## config.mk

```make
export PLATFORM = sky130hd
export DESIGN_NAME = wb_mux
export DESIGN_NICKNAME = d
export VERILOG_FILES = /design/src/rtl/wb_mux_pkg.sv /design/src/rtl/wb_mux_hist_reg.sv /design/src/rtl/wb_mux.sv
export SDC_FILE = /design/constraint.sdc
export NUM_CORES = 1
export LEC_CHECK = 0
export BUFFER_PORTS_ARGS = -buffer_cell sky130_fd_sc_hd__buf_2
export CAP_MARGIN = 0
export CORE_MARGIN = 4
export CORE_UTILIZATION = 35
export CTS_CLUSTER_DIAMETER = 150
export DETAILED_ROUTE_END_ITERATION = 6
export PLACE_DENSITY = 0.71
export SETUP_SLACK_MARGIN = 0.5
export SYNTH_ARGS = -nofsm -noshare
export SYNTH_HDL_FRONTEND = slang
export SYNTH_SLANG_ARGS = --single-unit
```

## constraint.sdc

```tcl
create_clock -name clk -period 1.8 [get_ports clk]
set_clock_uncertainty 0.05 [all_clocks]
set_input_delay 0.18 -clock clk [delete_from_list [all_inputs] [get_ports clk]]
set_output_delay 0.18 -clock clk [all_outputs]
set_load 0.03 [all_outputs]
```

## src/rtl/wb_mux_pkg.sv

```systemverilog
`default_nettype none
// ============================================================================
//  Module   : wb_mux_pkg
//  Purpose  : Shared writeback definitions: datapath width, register index
//             width, writeback source-select encodings and the write-enable
//             qualification rule. The pipeline decoder and the writeback
//             stage use the same encodings.
//  Revision : 1.0  initial release
// ============================================================================
package wb_mux_pkg;

   localparam int DATA_WIDTH = 32;
   localparam int REG_IDX_W  = 5;

   // Writeback source select encodings
   localparam logic [1:0] WB_ALU = 2'd0;
   localparam logic [1:0] WB_MEM = 2'd1;
   localparam logic [1:0] WB_PC4 = 2'd2;
   localparam logic [1:0] WB_CSR = 2'd3;

   // A write commits only if it was decoded as a write, was not squashed,
   // and does not target x0 (which is hardwired to zero).
   function automatic logic qualify_we(input logic           regwrite,
                                       input logic           kill,
                                       input logic [REG_IDX_W-1:0] rd);
      return regwrite & ~kill & (rd != '0);
   endfunction

endpackage : wb_mux_pkg
`default_nettype wire

```

## src/rtl/wb_mux_hist_reg.sv

```systemverilog
`default_nettype none
// ============================================================================
//  Module   : wb_hist_reg
//  Purpose  : One-entry history register holding the last committed
//             register-file write (used for WB->ID forwarding and debug).
//  Ports    : clk, rst        - clock, synchronous active-high reset
//             i_we            - a write commits this cycle
//             i_rd / i_data   - index and data of that write
//             o_valid         - a write committed in the previous cycle
//             o_rd / o_data   - index and data of the last committed write
//  Revision : 1.0  initial release
// ============================================================================
module wb_hist_reg
   import wb_mux_pkg::*;
#(
   parameter int DATA_WIDTH = wb_mux_pkg::DATA_WIDTH
) (
   input  logic                  clk,
   input  logic                  rst,
   input  logic                  i_we,
   input  logic [REG_IDX_W-1:0]  i_rd,
   input  logic [DATA_WIDTH-1:0] i_data,
   output logic                  o_valid,
   output logic [REG_IDX_W-1:0]  o_rd,
   output logic [DATA_WIDTH-1:0] o_data
);

   logic                  r_valid;
   logic [REG_IDX_W-1:0]  r_rd;
   logic [DATA_WIDTH-1:0] r_data;

   // Valid tracks the enable every cycle; index/data only move on a real
   // commit so a squashed or x0 write leaves the last committed entry intact.
   always_ff @(posedge clk) begin
      if (rst) begin
         r_valid <= 1'b0;
         r_rd    <= '0;
         r_data  <= '0;
      end else begin
         r_valid <= i_we;
         if (i_we) begin
            r_rd   <= i_rd;
            r_data <= i_data;
         end
      end
   end

   assign o_valid = r_valid;
   assign o_rd    = r_rd;
   assign o_data  = r_data;

endmodule : wb_hist_reg
`default_nettype wire

```

## src/rtl/wb_mux.sv

```systemverilog
`default_nettype none
// ============================================================================
//  Module   : wb_mux
//  Purpose  : Writeback-stage selector for the simple_cpu integer pipeline.
//             Selects register-file write data from ALU / load / PC+4 / CSR,
//             qualifies the write enable (kill, x0 suppression) and keeps a
//             registered copy of the last committed write.
//  Ports    : clk, rst          - clock, synchronous active-high reset
//             i_alu_result      - ALU result            (WB_ALU)
//             i_load_rdata      - aligned load data     (WB_MEM)
//             i_pc_plus4        - link address          (WB_PC4)
//             i_csr_rdata       - CSR read data         (WB_CSR)
//             i_wb_sel          - source select
//             i_regwrite        - decoded write enable
//             i_kill_wb         - squash of this instruction
//             i_rd              - destination register index
//             o_rd_wdata        - selected write data (combinational)
//             o_regwrite        - qualified write enable (combinational)
//             o_rd              - i_rd passthrough (combinational)
//             o_wbq_valid/rd/data - last committed write (registered)
//  Revision : 1.0  initial release
// ============================================================================
module wb_mux
   import wb_mux_pkg::*;
#(
   parameter int DATA_WIDTH = wb_mux_pkg::DATA_WIDTH,
   parameter bit HAS_CSR    = 1'b1
) (
   input  logic                  clk,
   input  logic                  rst,
   input  logic [DATA_WIDTH-1:0] i_alu_result,
   input  logic [DATA_WIDTH-1:0] i_load_rdata,
   input  logic [DATA_WIDTH-1:0] i_pc_plus4,
   input  logic [DATA_WIDTH-1:0] i_csr_rdata,
   input  logic [1:0]            i_wb_sel,
   input  logic                  i_regwrite,
   input  logic                  i_kill_wb,
   input  logic [REG_IDX_W-1:0]  i_rd,
   output logic [DATA_WIDTH-1:0] o_rd_wdata,
   output logic                  o_regwrite,
   output logic [REG_IDX_W-1:0]  o_rd,
   output logic                  o_wbq_valid,
   output logic [REG_IDX_W-1:0]  o_wbq_rd,
   output logic [DATA_WIDTH-1:0] o_wbq_data
);

   logic [DATA_WIDTH-1:0] w_csr_src;
   logic [DATA_WIDTH-1:0] w_rd_wdata;
   logic                  w_regwrite;

   // CSR arm: without CSR support the source reads as all-zeros, but the
   // select code stays legal and still produces a (zero) write.
   generate
      if (HAS_CSR) begin : g_csr_en
         assign w_csr_src = i_csr_rdata;
      end else begin : g_csr_dis
         assign w_csr_src = '0;
         logic w_unused_csr;
         assign w_unused_csr = ^i_csr_rdata;
      end
   endgenerate

   // The X default is deliberate: an unknown select propagates as unknown
   // data in simulation instead of being masked to a plausible value.
   always_comb begin
      w_rd_wdata = 'x;
      case (i_wb_sel)
         WB_ALU: w_rd_wdata = i_alu_result;
         WB_MEM: w_rd_wdata = i_load_rdata;
         WB_PC4: w_rd_wdata = i_pc_plus4;
         WB_CSR: w_rd_wdata = w_csr_src;
         default: w_rd_wdata = 'x;
      endcase
   end

   // Data is never gated by the enable; consumers must look at o_regwrite.
   assign w_regwrite = qualify_we(i_regwrite, i_kill_wb, i_rd);

   assign o_rd_wdata = w_rd_wdata;
   assign o_regwrite = w_regwrite;
   assign o_rd       = i_rd;

   wb_hist_reg #(
      .DATA_WIDTH (DATA_WIDTH)
   ) u_hist (
      .clk     (clk),
      .rst     (rst),
      .i_we    (w_regwrite),
      .i_rd    (i_rd),
      .i_data  (w_rd_wdata),
      .o_valid (o_wbq_valid),
      .o_rd    (o_wbq_rd),
      .o_data  (o_wbq_data)
   );

endmodule : wb_mux
`default_nettype wire

```

---- After elaboration in Yosys (flattened, before gate mapping) ----
Cells that the tools add are included.
word-level totals
  register bits ........................... 38
  bits of input ports ..................... 139
  output and inout bits ................... 76
  word-level logic and storage cells ...... 12
operators by class
  eq/ne operators ......................... 3
  multiplexer cells ....................... 1
  bitwise gates (word level) .............. 3
  reduce and logical (&&, ||, !) cells .... 2
operators with widths
  cell                                           count
  case mux 32 bit (4 select lines)               1
  nonzero test 5 bit                             1
  == test 2 bit, second input constant           2
  AND 1 bit                                      2
  == test 2 x 1 -> 1 bit, second input constant  1
  zero test 2 bit                                1
  NOT 1 bit                                      1

---- Depth between registers and ports, before layout ----
  depth in word-level cells ............... 3
  mapped depth ............................ 5
  mapped depth without buffers ............ 3

---- Hierarchy ----
A second synthesis with hierarchy kept.
unflattened totals
  cell total of the unflattened synthesis .. 169
  area total of the unflattened synthesis .. 2214.6 um2
by module, submodules not included
  module       instances  cells each  area each (um2)  seq. area each (um2)
  wb_hist_reg  1          121         1342.5           760.7
  wb_mux       1          48          872.1            0.0

---- Worst setup path before layout ----
OpenSTA, ideal clock, no wires.
  path kind ............................... input -> register
  from .................................... input port i_wb_sel[0]
  to ...................................... register u_hist.r_data[28], in the netlist u_hist.o_data[28]
  library setup time ...................... 126 ps
  arrival time ............................ 1358 ps
  required time ........................... 1624 ps
  path slack .............................. 266 ps
  cell stages on the path ................. 5
  buffers on the path ..................... 2
  cell sequence ........................... buf_2 -> buf_6 -> mux4_2 -> o211ai_1 -> nand3_1
between the ends
  word-level cells in the longest chain between the ends .. 2
  elaborated cells on any way between the ends .. 5
  those cells by class .................... 3 x eq/ne; 1 x mux; 1 x reduce/logical
RTL lines
  element                                      line                   RTL
  from (decl)                                  wb_mux.sv:35           input logic [1:0] i_wb_sel,
  == test 2 bit, or another cell as far along  wb_mux.sv:67           case (i_wb_sel)
  case mux 32 bit (4 select lines) *           wb_mux.sv:67
  via o_rd_wdata[28]                           wb_mux.sv:39           output logic [DATA_WIDTH-1:0] o_rd_wdata,
  to (signal assigned)                         wb_mux_hist_reg.sv:43  r_data <= i_data;
  to (decl)                                    wb_mux_hist_reg.sv:30  logic [DATA_WIDTH-1:0] r_data;
Mark *: on every way through the listed nets, which the timed path passes. The rest lies on a longest branch.
A chain may end at the register's enable or synchronous reset.

---- Final worst setup path ----
  from .................................... input port i_wb_sel[0]
  to ...................................... output port o_rd_wdata[28]
between the ends
  word-level cells in the longest chain between the ends .. 2
  elaborated cells on any way between the ends .. 5
  those cells by class .................... 3 x eq/ne; 1 x mux; 1 x reduce/logical
RTL lines
  element                                      line
  == test 2 bit, or another cell as far along  wb_mux.sv:67
  case mux 32 bit (4 select lines) *           wb_mux.sv:67
  to (decl)                                    wb_mux.sv:39
Mark *: on every way between the ends. The rest lies on a longest branch, timed or not.

==> impl_metrics.py <==
metrics = {
    "run_status": {
        "status": "complete, no violations",
    },
    "synth": {
        "ys_seq_elements": 38,
        "synth_cell_types": 24,
        "seq_area_frac_synth_pct": 26.50,
        "syn-num-nets": 428,
        "syn-instance-count": 289,
        "syn_area_um2": 2870,
        "syn_avg_cell_area_um2": 9.932,
        "ys.warnings.count": 0,
    },
    "power_and_ir_drop": {
        "max-vdd-ir-drop_uv": 458.2,
        "p_leak_nw": 2.330,
        "powerDensity_nw_per_um2": 650.2,
    },
    "setup_path": {
        "critical_path.max_fanout": 8,
        "reg2reg_slack_ns": 0.91,
        "cp_slowest_stage_delay_ns": 0.56,
        "path_class": "in2out",
        "r2r_end": "u_hist.o_data[26]",
        "cp-start-kind": "input pin",
        "crit-reg2reg-launch": "u_hist.o_data[26]",
        "cp.arrival_ns": 1.18,
        "path_buf_inv": 3,
        "reg2reg_depth": 3,
        "cpMaxStageDelayCell": "mux4_2",
        "crit_family": "multiplexers",
        "worst_ep_required_time_ns": 1.57,
        "crit_top_cell": "buf_12",
        "cp_cell_sequence": "buf_12 -> buf_12 -> mux4_2 -> buf_6",
        "end_kind": "primary output",
    },
    "routing": {
        "drt_iter0_markers": 166,
        "via_count": 3411,
        "routed_wl_mm": 11.96,
        "drt-wirelength-per-cell_um": 18.71,
        "drc": 0,
        "firstDrtPassIters": 4,
        "avgViaCountPerCell": 5.338,
        "final_antenna_net_count": 0,
    },
    "global_routing": {
        "grt_pass1_vias": 3513,
        "grt_pass1_wl_mm": 18.08,
        "antenna_found_initial": 0,
        "grt_max_degree": 38,
        "grt-ovfl-total": 0,
        "grt_util_all_layers_pct": 23.24,
    },
    "clock_network": {
        "ctsHoldBuffers": 0,
        "htreeDepth": 2,
        "clk_latency_ns": 0.30,
        "clock_sinks": 38,
        "clk_pin_slew_ns": 0.09,
        "cts-root-buf": "clkbuf_8",
        "numCtsBuffers": 5,
        "clockBufferDepth": 2,
        "cts_tree": "built",
    },
    "floorplan": {
        "die-height_um": 98.56,
        "dieArea_um2": 9713,
        "rows": 32,
        "ios": 215,
        "start_util_pct": 36.58,
        "die_w_um": 98.56,
        "core_um2": 7848,
    },
    "placement": {
        "post-dp-hpwl_mm": 7.951,
        "portBuffers": 214,
        "placed_area_um2": 3989,
        "gp_congestion": 0.7851,
    },
    "sta": {
        "finalSetupTns_ns": 0,
        "relSlewSlack_pct": 72.50,
        "rsz0062_at_grt": "true",
        "final_max_slew_viol_count": 0,
        "tightest_slew_ns": 0.4125,
        "setup_viol": 0,
        "min_period_ns": 1.415,
        "max_freq_mhz": 706.8,
        "finalCritPeriodShare_pct": 78.60,
        "hold_viol": 0,
    },
    "min_path": {
        "hold_path_startpoint": "i_rd[2]",
        "min_to": "u_hist.o_rd[2]",
        "min_path_type": "in2reg",
        "min_delay_path_depth": 3,
    },
    "finish": {
        "final_common_cell": "buf_2",
        "layout-drive-gt1-share_pct": 65.74,
        "final_cell_mix": "buf_2, nand3_1, buf_4, dfxtp_1, nor2b_1",
        "fillers": 671,
        "num_antenna_cells": 0,
        "stdcell_area_um2": 4796,
        "syn_to_final_growth_pct": 67.09,
        "nNetsFinal": 675,
    },
    "flow_run": {
        "drv_cap": 0,
    },
}
## state kept, by name, indices dropped and copies added, names as in the netlist
register	count
u_hist.o_valid	1
u_hist.o_rd	5
u_hist.o_data	32
## power breakdown
| group | total (mW) | internal, mW | switching, mW |
|---|---|---|---|
| clock network | 0.939 | 0.592 | 0.347 |
| logic | 1.27 | 0.605 | 0.661 |
| registers | 0.912 | 0.890 | 0.0220 |
| total | 3.12 | 2.09 | 1.03 |
## metrics by stage
step                utilization, %  total power, mW  instances  hold slack (ns)  setup slack (ns)
global placement             50.83            1.898        581           0.4074            0.1352
CTS                          59.55            3.095        624           0.1666            0.3826
floorplan                        -            1.579        289           0.2883            0.3878
global route                 61.11            3.238        639           0.1728            0.3667
finish                       61.11            3.118        639           0.1804            0.3851
detailed placement           50.83            1.914        581           0.4163            0.1311
## layer usage
layer / GRT usage, % / routed length, um
met5: 0 / 0
met4: 5.777 / 207
met3: 5.449 / 964
met2: 45.87 / 6529
met1: 24.47 / 4254
## kinds of logic (layout without fill, tap and decap cells)
kind of cell           count (synthesis)  count (layout)  synth area share [%]
and+or+nand+nor                      141             142                 25.63
AOI/OAI and AO/OA                     38              38                 14.91
buffers and inverters                 40             287                 7.846
DFF                                   38              38                 26.50
muxes                                 32              32                 25.11
## timing repair
item | CTS | global route
cloned | 4 | 0
gates resized for setup | 72 | 2
pin swaps | 0 | 3
buffers inserted | 31 | 15
setup endpoints to repair | 63 | 34
## layout make-up
| class | instances | area [um2] | share of cell area [%] |
|---|---|---|---|
| tap | 102 | 127.6 | 2.661 |
| inverter | 3 | 11.26 | 0.2348 |
| clock buffer | 6 | 82.58 | 1.722 |
| timing repair buffer | 276 | 1827 | 38.09 |
| clock inverter | 2 | 60.06 | 1.252 |
| sequential | 38 | 760.7 | 15.86 |
| multi-input combinational | 212 | 1927 | 40.18 |
## worst min-delay path, cell delays in order
cell and delay, ns:
buf_2 0.15, inv_1 0.06, o32ai_1 0.08
## cells in the mapped netlist
| library cell | count | area (um2) |
|---|---|---|
| inv_1 | 2 | 7.510 |
| nand3_1 | 64 | 320.3 |
| nand2b_1 | 6 | 37.54 |
| or3_1 | 1 | 6.260 |
| mux4_2 | 32 | 720.7 |
| nand2_1 | 32 | 120.1 |
| buf_6 | 6 | 67.56 |
| dfxtp_1 | 38 | 760.7 |
| o21ai_0 | 2 | 10.01 |
| nor2b_1 | 33 | 206.5 |
| buf_2 | 9 | 45.04 |
| nor3b_1 | 1 | 7.510 |
| nor4_2 | 1 | 12.51 |
| buf_1 | 4 | 15.01 |
| o21ai_1 | 1 | 5.000 |
| o211ai_1 | 2 | 15.01 |
| clkbuf_1 | 13 | 48.80 |
| or4_1 | 1 | 7.510 |
| buf_4 | 5 | 37.54 |
| a21oi_1 | 1 | 5.000 |
| or3b_1 | 2 | 17.52 |
| inv_2 | 1 | 3.750 |
| o211ai_2 | 30 | 375.4 |
| o32ai_1 | 2 | 17.52 |
## worst max-delay path by stage
stage                start                end  depth (start not counted)  slack, ns
5_1_grt        i_wb_sel[0]     o_rd_wdata[28]                          4       0.37
3_3_place_gp       i_rd[4]  u_hist.o_data[28]                          4       0.14
3_5_place_dp       i_rd[4]  u_hist.o_data[28]                          4       0.13
2_1_floorplan  i_wb_sel[0]  u_hist.o_data[28]                          5       0.39
6_report       i_wb_sel[0]     o_rd_wdata[28]                          4       0.39
4_1_cts        i_wb_sel[0]     o_rd_wdata[26]                          4       0.38
(Power assumes the default switching activity.)
